$ cat config.mk
export PLATFORM = sky130hd
export DESIGN_NAME = chirp_seq_ctrl
export DESIGN_NICKNAME = d
export VERILOG_FILES = /design/src/rtl/chirp_ctrl_pkg.sv /design/src/rtl/chirp_sym_ram.sv /design/src/rtl/chirp_seq_ctrl.sv
export SDC_FILE = /design/constraint.sdc
export NUM_CORES = 1
export LEC_CHECK = 0
export CORE_MARGIN = 4
export CORE_UTILIZATION = 30
export DETAILED_ROUTE_END_ITERATION = 10
export HOLD_SLACK_MARGIN = 0.08
export PLACE_DENSITY = 0.51
export SYNTH_ARGS = -nofsm -noshare
export SYNTH_HDL_FRONTEND = slang
export SYNTH_SLANG_ARGS = --single-unit
export TNS_END_PERCENT = 10
$ cat constraint.sdc
create_clock -name i_clk -period 5.15 [get_ports i_clk]
set_input_delay 1.03 -clock i_clk [delete_from_list [all_inputs] [get_ports i_clk]]
set_output_delay 1.03 -clock i_clk [all_outputs]
set_load 0.005 [all_outputs]
$ cat src/rtl/chirp_ctrl_pkg.sv
// Shared opcodes, state encoding and reset constants for the chirp command sequencer.
// Build option: CHIRP_SEQ_PREAMBLE_EN adds the preamble state to the state encoding.
package chirp_ctrl_pkg;

    localparam logic [7:0] OP_CFG   = 8'hA1;
    localparam logic [7:0] OP_LOAD  = 8'hA2;
    localparam logic [7:0] OP_START = 8'hA3;
    localparam logic [7:0] OP_ABORT = 8'hA4;

    localparam int PREAMBLE_LEN = 8;

    localparam logic [3:0] SF_MIN = 4'd7;
    localparam logic [3:0] SF_MAX = 4'd12;
    localparam logic [3:0] SF_RST = 4'd7;
    localparam int unsigned BW_RST  = 0;
    localparam int unsigned DIV_RST = 1;

    typedef enum logic [2:0] {
        ST_IDLE,
        ST_CFG_ARG,
        ST_LOAD_LEN,
        ST_LOAD_DATA,
        ST_TX_ISSUE,
        ST_TX_WAIT
`ifdef CHIRP_SEQ_PREAMBLE_EN
        , ST_PREAMBLE
`endif
    } state_e;

    function automatic logic sf_in_range(input logic [3:0] sf);
        return (sf >= SF_MIN) && (sf <= SF_MAX);
    endfunction

endpackage

$ cat src/rtl/chirp_sym_ram.sv
// Symbol buffer for the chirp sequencer: synchronous write port, asynchronous read port.
module chirp_sym_ram
    import chirp_ctrl_pkg::*;
#(
    parameter int ADDR_WIDTH = 6,
    parameter int WORD_WIDTH = 8
) (
    input  logic                  i_clk,
    input  logic                  i_we,
    input  logic [ADDR_WIDTH-1:0] i_waddr,
    input  logic [WORD_WIDTH-1:0] i_wdata,
    input  logic [ADDR_WIDTH-1:0] i_raddr,
    output logic [WORD_WIDTH-1:0] o_rdata
);

    logic [WORD_WIDTH-1:0] mem_q [0:(2**ADDR_WIDTH)-1];

    // NOTE: the array has no reset so it maps onto plain storage cells; only words written by a LOAD are ever read.
    always_ff @(posedge i_clk) begin
        if (i_we) begin
            mem_q[i_waddr] <= i_wdata;
        end
    end

    assign o_rdata = mem_q[i_raddr];

endmodule

$ cat src/rtl/chirp_seq_ctrl.sv
// Command parser and transmit sequencer between the UART RX byte stream and the chirp generator.
// Build option: CHIRP_SEQ_PREAMBLE_EN prefixes every transmission with symbol-0 preamble chirps.
module chirp_seq_ctrl
    import chirp_ctrl_pkg::*;
#(
    parameter int MAX_SF_WIDTH     = 8,
    parameter int BW_BITWIDTH      = 2,
    parameter int ADDR_WIDTH       = 6,
    parameter int DATA_WIDTH       = 8,
    parameter int DIVIDER_BITWIDTH = 7
) (
    input  logic                        i_clk,
    input  logic                        i_rst,
    input  logic                        i_rx_valid,
    input  logic [DATA_WIDTH-1:0]       i_rx_data,
    input  logic                        i_chirp_done,
    output logic [3:0]                  o_sf,
    output logic [BW_BITWIDTH-1:0]      o_bw,
    output logic [DIVIDER_BITWIDTH-1:0] o_div,
    output logic [MAX_SF_WIDTH-1:0]     o_symbol,
    output logic                        o_chirp_start,
    output logic                        o_busy,
    output logic                        o_done,
    output logic                        o_err
);

    localparam int DEPTH = 1 << ADDR_WIDTH;
    localparam int LEN_W = ADDR_WIDTH + 1;
    localparam logic [LEN_W-1:0]      LEN_ONE = LEN_W'(1);
    localparam logic [ADDR_WIDTH-1:0] IDX_ONE = ADDR_WIDTH'(1);

    state_e                        state_q, state_d;
    logic [1:0]                    cfg_cnt_q, cfg_cnt_d;
    logic [3:0]                    sf_arg_q, sf_arg_d;
    logic [BW_BITWIDTH-1:0]        bw_arg_q, bw_arg_d;
    logic [LEN_W-1:0]              len_q, len_d;
    logic [ADDR_WIDTH-1:0]         wr_idx_q, wr_idx_d;
    logic [ADDR_WIDTH-1:0]         idx_q, idx_d;
    logic [3:0]                    sf_q, sf_d;
    logic [BW_BITWIDTH-1:0]        bw_q, bw_d;
    logic [DIVIDER_BITWIDTH-1:0]   div_q, div_d;
    logic [MAX_SF_WIDTH-1:0]       symbol_q, symbol_d;
    logic                          chirp_start_q, chirp_start_d;
    logic                          busy_q, busy_d;
    logic                          done_q, done_d;
    logic                          err_q, err_d;
`ifdef CHIRP_SEQ_PREAMBLE_EN
    logic [2:0]                    pre_cnt_q, pre_cnt_d;
    logic                          pre_wait_q, pre_wait_d;
`endif

    logic                          ram_we;
    logic [ADDR_WIDTH-1:0]         ram_raddr;
    logic [MAX_SF_WIDTH-1:0]       ram_rdata;
    logic                          rx_abort;
    logic                          rx_len_bad;
    logic                          last_wr;
    logic                          last_sym;

    assign rx_abort   = i_rx_valid && (i_rx_data == OP_ABORT);
    assign rx_len_bad = (i_rx_data == '0) || (int'(i_rx_data) > DEPTH);
    assign last_wr    = (LEN_W'(wr_idx_q) == (len_q - LEN_ONE));
    assign last_sym   = (LEN_W'(idx_q) == (len_q - LEN_ONE));
    assign ram_we     = (state_q == ST_LOAD_DATA) && i_rx_valid;
    // In IDLE the read port already points at word 0 so START can issue the first symbol immediately.
    assign ram_raddr  = (state_q == ST_IDLE) ? '0 : idx_q;

    chirp_sym_ram #(
        .ADDR_WIDTH (ADDR_WIDTH),
        .WORD_WIDTH (MAX_SF_WIDTH)
    ) u_sym_ram (
        .i_clk   (i_clk),
        .i_we    (ram_we),
        .i_waddr (wr_idx_q),
        .i_wdata (i_rx_data[MAX_SF_WIDTH-1:0]),
        .i_raddr (ram_raddr),
        .o_rdata (ram_rdata)
    );

    // NOTE: every path assigns a default first, so no partially-assigned signal can infer a latch.
    always_comb begin
        state_d       = state_q;
        cfg_cnt_d     = cfg_cnt_q;
        sf_arg_d      = sf_arg_q;
        bw_arg_d      = bw_arg_q;
        len_d         = len_q;
        wr_idx_d      = wr_idx_q;
        idx_d         = idx_q;
        sf_d          = sf_q;
        bw_d          = bw_q;
        div_d         = div_q;
        symbol_d      = symbol_q;
        chirp_start_d = 1'b0;
        busy_d        = busy_q;
        done_d        = 1'b0;
        err_d         = 1'b0;
`ifdef CHIRP_SEQ_PREAMBLE_EN
        pre_cnt_d     = pre_cnt_q;
        pre_wait_d    = pre_wait_q;
`endif

        case (state_q)
            ST_IDLE: begin
                if (i_rx_valid) begin
                    case (i_rx_data)
                        OP_CFG: begin
                            cfg_cnt_d = '0;
                            state_d   = ST_CFG_ARG;
                        end
                        OP_LOAD: state_d = ST_LOAD_LEN;
                        OP_START: begin
                            if (len_q == '0) begin
                                err_d = 1'b1;
                            end else begin
                                busy_d        = 1'b1;
                                idx_d         = '0;
                                chirp_start_d = 1'b1;
`ifdef CHIRP_SEQ_PREAMBLE_EN
                                symbol_d   = '0;
                                pre_cnt_d  = '0;
                                pre_wait_d = 1'b1;
                                state_d    = ST_PREAMBLE;
`else
                                // First issue rides on the START edge; TX_ISSUE serves the later symbols.
                                symbol_d = ram_rdata;
                                state_d  = ST_TX_WAIT;
`endif
                            end
                        end
                        OP_ABORT: state_d = ST_IDLE;
                        default:  err_d   = 1'b1;
                    endcase
                end
            end

            ST_CFG_ARG: begin
                if (i_rx_valid) begin
                    case (cfg_cnt_q)
                        2'd0: begin
                            sf_arg_d  = i_rx_data[3:0];
                            cfg_cnt_d = 2'd1;
                        end
                        2'd1: begin
                            bw_arg_d  = i_rx_data[BW_BITWIDTH-1:0];
                            cfg_cnt_d = 2'd2;
                        end
                        default: begin
                            state_d = ST_IDLE;
                            if (sf_in_range(sf_arg_q)) begin
                                sf_d  = sf_arg_q;
                                bw_d  = bw_arg_q;
                                div_d = i_rx_data[DIVIDER_BITWIDTH-1:0];
                            end else begin
                                err_d = 1'b1;
                            end
                        end
                    endcase
                end
            end

            ST_LOAD_LEN: begin
                if (i_rx_valid) begin
                    if (rx_len_bad) begin
                        err_d   = 1'b1;
                        state_d = ST_IDLE;
                    end else begin
                        len_d    = i_rx_data[LEN_W-1:0];
                        wr_idx_d = '0;
                        state_d  = ST_LOAD_DATA;
                    end
                end
            end

            ST_LOAD_DATA: begin
                if (i_rx_valid) begin
                    if (last_wr) begin
                        state_d = ST_IDLE;
                    end else begin
                        wr_idx_d = wr_idx_q + IDX_ONE;
                    end
                end
            end

            ST_TX_ISSUE: begin
                if (rx_abort) begin
                    busy_d  = 1'b0;
                    state_d = ST_IDLE;
                end else begin
                    chirp_start_d = 1'b1;
                    symbol_d      = ram_rdata;
                    state_d       = ST_TX_WAIT;
                end
            end

            ST_TX_WAIT: begin
                if (rx_abort) begin
                    busy_d  = 1'b0;
                    state_d = ST_IDLE;
                end else if (i_chirp_done) begin
                    if (last_sym) begin
                        done_d  = 1'b1;
                        busy_d  = 1'b0;
                        state_d = ST_IDLE;
                    end else begin
                        idx_d   = idx_q + IDX_ONE;
                        state_d = ST_TX_ISSUE;
                    end
                end
            end

`ifdef CHIRP_SEQ_PREAMBLE_EN
            ST_PREAMBLE: begin
                if (rx_abort) begin
                    busy_d  = 1'b0;
                    state_d = ST_IDLE;
                end else if (!pre_wait_q) begin
                    chirp_start_d = 1'b1;
                    symbol_d      = '0;
                    pre_wait_d    = 1'b1;
                end else if (i_chirp_done) begin
                    if (pre_cnt_q == 3'(PREAMBLE_LEN - 1)) begin
                        idx_d   = '0;
                        state_d = ST_TX_ISSUE;
                    end else begin
                        pre_cnt_d  = pre_cnt_q + 3'd1;
                        pre_wait_d = 1'b0;
                    end
                end
            end
`endif

            default: state_d = ST_IDLE;
        endcase
    end

    // NOTE: state registers use non-blocking assignments so every flop samples the pre-edge values.
    always_ff @(posedge i_clk) begin
        if (i_rst) begin
            state_q       <= ST_IDLE;
            cfg_cnt_q     <= '0;
            sf_arg_q      <= '0;
            bw_arg_q      <= '0;
            len_q         <= '0;
            wr_idx_q      <= '0;
            idx_q         <= '0;
            sf_q          <= SF_RST;
            bw_q          <= BW_BITWIDTH'(BW_RST);
            div_q         <= DIVIDER_BITWIDTH'(DIV_RST);
            symbol_q      <= '0;
            chirp_start_q <= 1'b0;
            busy_q        <= 1'b0;
            done_q        <= 1'b0;
            err_q         <= 1'b0;
`ifdef CHIRP_SEQ_PREAMBLE_EN
            pre_cnt_q     <= '0;
            pre_wait_q    <= 1'b0;
`endif
        end else begin
            state_q       <= state_d;
            cfg_cnt_q     <= cfg_cnt_d;
            sf_arg_q      <= sf_arg_d;
            bw_arg_q      <= bw_arg_d;
            len_q         <= len_d;
            wr_idx_q      <= wr_idx_d;
            idx_q         <= idx_d;
            sf_q          <= sf_d;
            bw_q          <= bw_d;
            div_q         <= div_d;
            symbol_q      <= symbol_d;
            chirp_start_q <= chirp_start_d;
            busy_q        <= busy_d;
            done_q        <= done_d;
            err_q         <= err_d;
`ifdef CHIRP_SEQ_PREAMBLE_EN
            pre_cnt_q     <= pre_cnt_d;
            pre_wait_q    <= pre_wait_d;
`endif
        end
    end

    assign o_sf          = sf_q;
    assign o_bw          = bw_q;
    assign o_div         = div_q;
    assign o_symbol      = symbol_q;
    assign o_chirp_start = chirp_start_q;
    assign o_busy        = busy_q;
    assign o_done        = done_q;
    assign o_err         = err_q;

endmodule

Word-level counts from Yosys, hierarchy flattened
Memories as Yosys holds them, arrays and structs flattened.
Cells that the tools add are included.
- flip-flop bits (word level): 55
- RAM bits: 512
- bits of input ports: 12
- output and inout port bits: 25
- logic and storage cells: 147
- memories: 1
- memories (memory ; words ; bits a word ; rd ports ; clocked after Yosys merged registers in ; write ports ; line ; text):
    u_sym_ram.mem_q ; 64 ; 8 ; 1 ; 0 ; 1 ; chirp_sym_ram.sv:16 ; logic [WORD_WIDTH-1:0] mem_q [0:(2**ADDR_WIDTH)-1];
- add/sub/neg operators: 3
- order comparisons: 3
- equality and inequality tests: 33
- multiplexer cells: 62
- bitwise operators: 4
- reduce and logical (&&, ||, !) cells: 26
- operators with widths (operator ; number):
    2-to-1 mux 6 bit ; 11
    2-to-1 mux 3 bit ; 11
    == test 8 bit, second input constant ; 4
    2-to-1 mux 8 bit ; 4
    != test 2 bit, second input constant ; 14
    one-hot mux 6 bit (2 select lines) ; 2
    2-to-1 mux 1 bit ; 21
    one-hot mux 3 bit (6 select lines) ; 1
    one-hot mux 8 bit (2 select lines) ; 1
    AND reduction 5 bit ; 3
    == test 6 x 7 -> 1 bit ; 2
    AND reduction 7 bit ; 2
    adder 6 x 1 -> 6 bit, second input constant ; 2
    != test 3 bit, second input constant ; 4
    one-hot mux 3 bit (4 select lines) ; 1
    AND reduction 3 bit ; 3
    AND reduction 9 bit ; 1
    > comparator 8 x 7 -> 1 bit, second input constant ; 1
    zero test 8 bit ; 1
    2-to-1 mux 2 bit ; 4
    one-hot mux 2 bit (2 select lines) ; 2
    nonzero test 2 bit ; 4
    zero test 7 bit ; 1
    subtractor 7 x 1 -> 7 bit, second input constant ; 1
    20 further kinds ; 30

Longest topological paths before layout
An unclocked memory read counts as a cell.
- word-level depth: 7
- depth in mapped cells: 10

Modules after synthesis
A second synthesis with hierarchy kept.
- cells, all modules: 1329
- area total of the unflattened synthesis: 23152.2 sq um
- modules (own cells, without submodules) (module ; times used ; cells each ; area an instance (sq um)):
    chirp_sym_ram ; 1 ; 964 ; 20030.5
    chirp_seq_ctrl ; 1 ; 365 ; 3121.7

Worst setup path before layout
OpenSTA, ideal clock, no wires.
- path kind: in2reg
- from: input port i_rx_data[2]
- to: register symbol_q[0] (netlist: o_symbol[0])
- setup time: 0.086 ns
- arrival: 2.762 ns
- path slack: 2.302 ns
- stages on the path: 7
- path buffers: 1
- cells stage by stage: buf_2 -> or3_4 -> nor2_2 -> a41oi_1 -> nor4_1 -> nor2_1 -> a211oi_1
- word-level cells in the longest chain between the ends: 4
- ends and longest elaborated chain (what ; line ; text):
    from (decl) ; chirp_seq_ctrl.sv:15 ; input logic [DATA_WIDTH-1:0] i_rx_data,
    == test 8 bit ; chirp_seq_ctrl.sv:60 ; assign rx_abort = i_rx_valid && (i_rx_data == OP_ABORT);
    logical AND 1 bit ; chirp_seq_ctrl.sv:60 ;
    != test 2 bit (no line) ; -- ;
    AND reduction 5 bit (no line) * ; -- ;
    to (signal assigned) ; chirp_seq_ctrl.sv:269 ; symbol_q <= symbol_d;
    to (decl) ; chirp_seq_ctrl.sv:42 ; logic [MAX_SF_WIDTH-1:0] symbol_q, symbol_d;
Every way passes the cells marked *; elsewhere a longest branch is shown, timed or not.
A chain may end at the register's enable or synchronous reset.

Worst setup path after layout
- from: register state_q[1]
- to: register symbol_q[3] (netlist: o_symbol[3])
- word-level cells in the longest chain between the ends: 7
- ends and longest elaborated chain (what ; line ; text):
    from (decl) ; chirp_seq_ctrl.sv:32 ; state_e state_q, state_d;
    from (signal assigned) ; chirp_seq_ctrl.sv:259 ; state_q <= state_d;
    zero test 3 bit ; chirp_seq_ctrl.sv:66, chirp_seq_ctrl.sv:102 ;
    2-to-1 mux 6 bit ; chirp_seq_ctrl.sv:66 ; assign ram_raddr = (state_q == ST_IDLE) ? '0 : idx_q;
    memory read (64 x 8 bit) ; -- ;
    2-to-1 mux 8 bit ; chirp_seq_ctrl.sv:112 ; if (len_q == '0) begin
    2-to-1 mux 8 bit ; chirp_seq_ctrl.sv:105 ; case (i_rx_data)
    2-to-1 mux 8 bit ; chirp_seq_ctrl.sv:104 ; if (i_rx_valid) begin
    one-hot mux 8 bit (2 select lines) ; chirp_seq_ctrl.sv:102 ; case (state_q)
Parallel ways exist; a longest one is shown, timed or not. The select of a mux whose other input is x is not followed.

==> results.py <==
metrics = {
    "global_routing": {
        "grt_pass1_vias": 14400,
        "grt_overflow": 0,
        "grt_max_degree": 122,
        "grt_use_total_pct": 15.7,
        "grt_pass1_wl_mm": 97.2,
        "antenna_found_initial": 4,
    },
    "sta": {
        "clock_skew_ps": 16.1,
        "period_needed_ps": 3830,
        "final-hold-violation-count": 0,
        "worst_pin_slew_ps": 1230,
        "fin_ws_ps": 1320,
        "finalSetupViolations": 0,
        "post-route-period-util_pct": 74.4,
        "rsz0062_at_grt": "no",
        "relSlewSlack_pct": 17.8,
        "clock.fmax_mhz": 261,
        "fin_tns_setup_ps": 0,
        "maxSlewViolCount": 0,
        "whs_ps": 492,
    },
    "yosys": {
        "synthTopCellsByArea": "edfxtp_1, mux2i_1, dfxtp_1",
        "async_flop_share_pct": 0,
        "synth_top_area_share_pct": 64.7,
        "synth.distinct_cells": 75,
        "synthesis.area_sq_um": 23700,
        "yosysWarnings": 0,
        "synth_ff_type": "edfxtp_1",
        "syn_nets": 1698,
        "yosysTopAreaCell": "edfxtp_1",
        "synthTopCellsByCount": "edfxtp_1, nor2_1, mux2i_1",
        "synth.most_common_cell": "edfxtp_1",
        "seq_area_frac_synth_pct": 69.4,
        "synth_edf_count": 512,
        "ys_seq_elements": 567,
        "avgSynthCellArea_sq_um": 14.1,
        "synth_cells": 1683,
    },
    "route": {
        "post-route-drc-count": 0,
        "drt_iter0_markers": 1556,
        "via_per_inst": 5.21,
        "wirelength_mm": 66.6,
        "wl_per_cell_microns": 23.7,
        "num_vias": 14600,
        "firstDrtPassIters": 5,
        "antenna_left": 0,
    },
    "floorplanning": {
        "rows": 102,
        "start_util_pct": 30.5,
        "core_sq_um": 78000,
        "die_w_microns": 289,
        "dieHeight_microns": 289,
        "io_pins": 37,
        "dieArea_sq_um": 83700,
    },
    "layout": {
        "syn_to_final_growth_pct": 14.8,
        "nFillCells": 7492,
        "drive_gt1_share_pct": 14.0,
        "instances_no_fill": 2807,
        "finalCoreUtilization_pct": 35.0,
        "antenna_cells": 0,
        "num-nets-final": 1735,
        "stdcell_area_sq_um": 27300,
    },
    "worst_setup_path": {
        "critPathTopFamily": "compound AO/OA/AOI/OAI gates",
        "cp_slowest_cell": "dfxtp_1",
        "arrival_ps": 4360,
        "cp_max_fo": 57,
        "reg2reg_setup_slack_ps": 1320,
        "start_kind": "register",
        "reg2regPathDepth": 7,
        "rr_endpoint": "o_symbol[3]",
        "crit_type": "register to register",
        "crit_chain": "or3_4, buf_4, o21ai_1, a21boi_0, a32oi_1, o2111ai_1, a211oi_1",
        "critPathBufInv": 1,
        "required_ps": 5680,
        "max_stage_delay_ps": 890,
        "cp-end-kind": "register",
        "critical_path.reg2reg.startpoint": "state_q[1]",
    },
    "placement": {
        "placed_area_sq_um": 25300,
        "dp_hpwl_mm": 41.8,
        "placed_cells": 2700,
        "place_congestion": 0.880,
        "io_buffers": 36,
        "preCtsSetupSlack_ps": 915,
    },
    "hold_path": {
        "hp-start": "cfg_cnt_q[0]",
        "hold_class": "register to register",
        "min_to": "cfg_cnt_q[0]",
        "hold_depth": 2,
    },
    "clock_network": {
        "numCtsBuffers": 58,
        "clock_sinks": 567,
        "hold_buffers": 0,
        "cts_tree": "done",
        "clk_path_buf_depth": 3,
        "htreeDepth": 2,
        "post_cts_resized": 0,
        "post_cts_buffers": 0,
        "clk_pin_slew_ps": 70,
        "cts-root-buf": "clkbuf_16",
        "clk_latency_ps": 620,
    },
    "pwr": {
        "leakage_nw": 8.24,
        "p_per_area_nw_per_um2": 355,
        "total_power_mw": 9.68,
        "ir_drop_mv": 0.243,
    },
    "outcome": {
        "outcome": "complete, no violations",
    },
    "job": {
        "cap_viol_max_count": 0,
    },
}
-- sequential cells by signal, indices dropped and copies added, names as in the netlist --
name and flops:
u_sym_ram.mem_q 512, o_symbol 8, len_q 7, o_div 7, idx_q 6, wr_idx_q 6
o_sf 4, sf_arg_q 4, state_q 3, bw_arg_q 2, cfg_cnt_q 2, o_bw 2
o_busy 1, o_chirp_start 1, o_done 1, o_err 1
-- worst max path at each step --
stage	slack [ps]	endpoint	startpoint	cells after the start
floorplan	2300	o_symbol[0]	i_rx_data[2]	7
global placement	1040	u_sym_ram.mem_q[34][1]	i_rx_valid	6
detailed placement	920	u_sym_ram.mem_q[10][2]	i_rx_valid	6
CTS	1390	o_symbol[3]	state_q[1]	7
global route	1130	o_symbol[3]	state_q[1]	7
finish	1320	o_symbol[3]	state_q[1]	7
-- cell type report --
class	count	area, sq um	share of cell area (%)
timing repair buffer	85	713	2.62
inverter	56	210	0.771
multi-input combinational	952	6640	24.3
tap	1040	1300	4.77
clock buffer	79	1620	5.92
clock inverter	28	304	1.12
sequential	567	16500	60.5
-- layout by cell type, fill, tap and decap left out, types with 16 or more instances in the layout --
master and n:
mux2i_1 135, a31oi_1 47, o211ai_1 27, edfxtp_1 512, a211oi_1 38, o21ai_0 35
clkbuf_16 59, a21oi_1 63, buf_4 49, xnor2_1 16, inv_1 55, o22ai_1 72
nand3_1 16, nand2_1 30, clkdlybuf4s50_1 27, dfxtp_1 53, mux2_2 64, nor2_1 203
a2111oi_0 17, nor3_1 18
-- cell families (layout without fill, tap and decap cells) --
kind of cell               after synthesis  after routing  share of synthesized area [%]
DFF                                    567            567                           69.4
adders and majority gates                3              3                          0.158
AOI/OAI and AO/OA                      354            354                           9.93
xor gates and xnor gates                21             21                          0.775
muxes                                  206            206                           9.39
buffers and inverters                  164            248                           2.86
and+or+nand+nor                        368            368                           7.51
-- per-layer routing --
layer	up-vias	track usage, %	share of wire [%]
met5	-	0	0.027
met2	505	23.7	44
met3	110	3.63	7.3
li1	6592	-	-
met1	7408	22.6	46
met4	4	4.43	2.7
-- where the power goes --
group / internal [mW] / total (mW) / switching, mW
registers: 5.03 / 5.06 / 0.0338
logic: 0.0999 / 0.394 / 0.294
clock network: 2.49 / 4.23 / 1.74
-- worst min-delay path, delay by kind of cell, from the launching register on --
kind	cells	cell delay, ps
AOI/OAI and AO/OA	1	60
DFF	1	330
and+or+nand+nor	1	70
No activity file was read; power rests on OpenSTA's default activity.
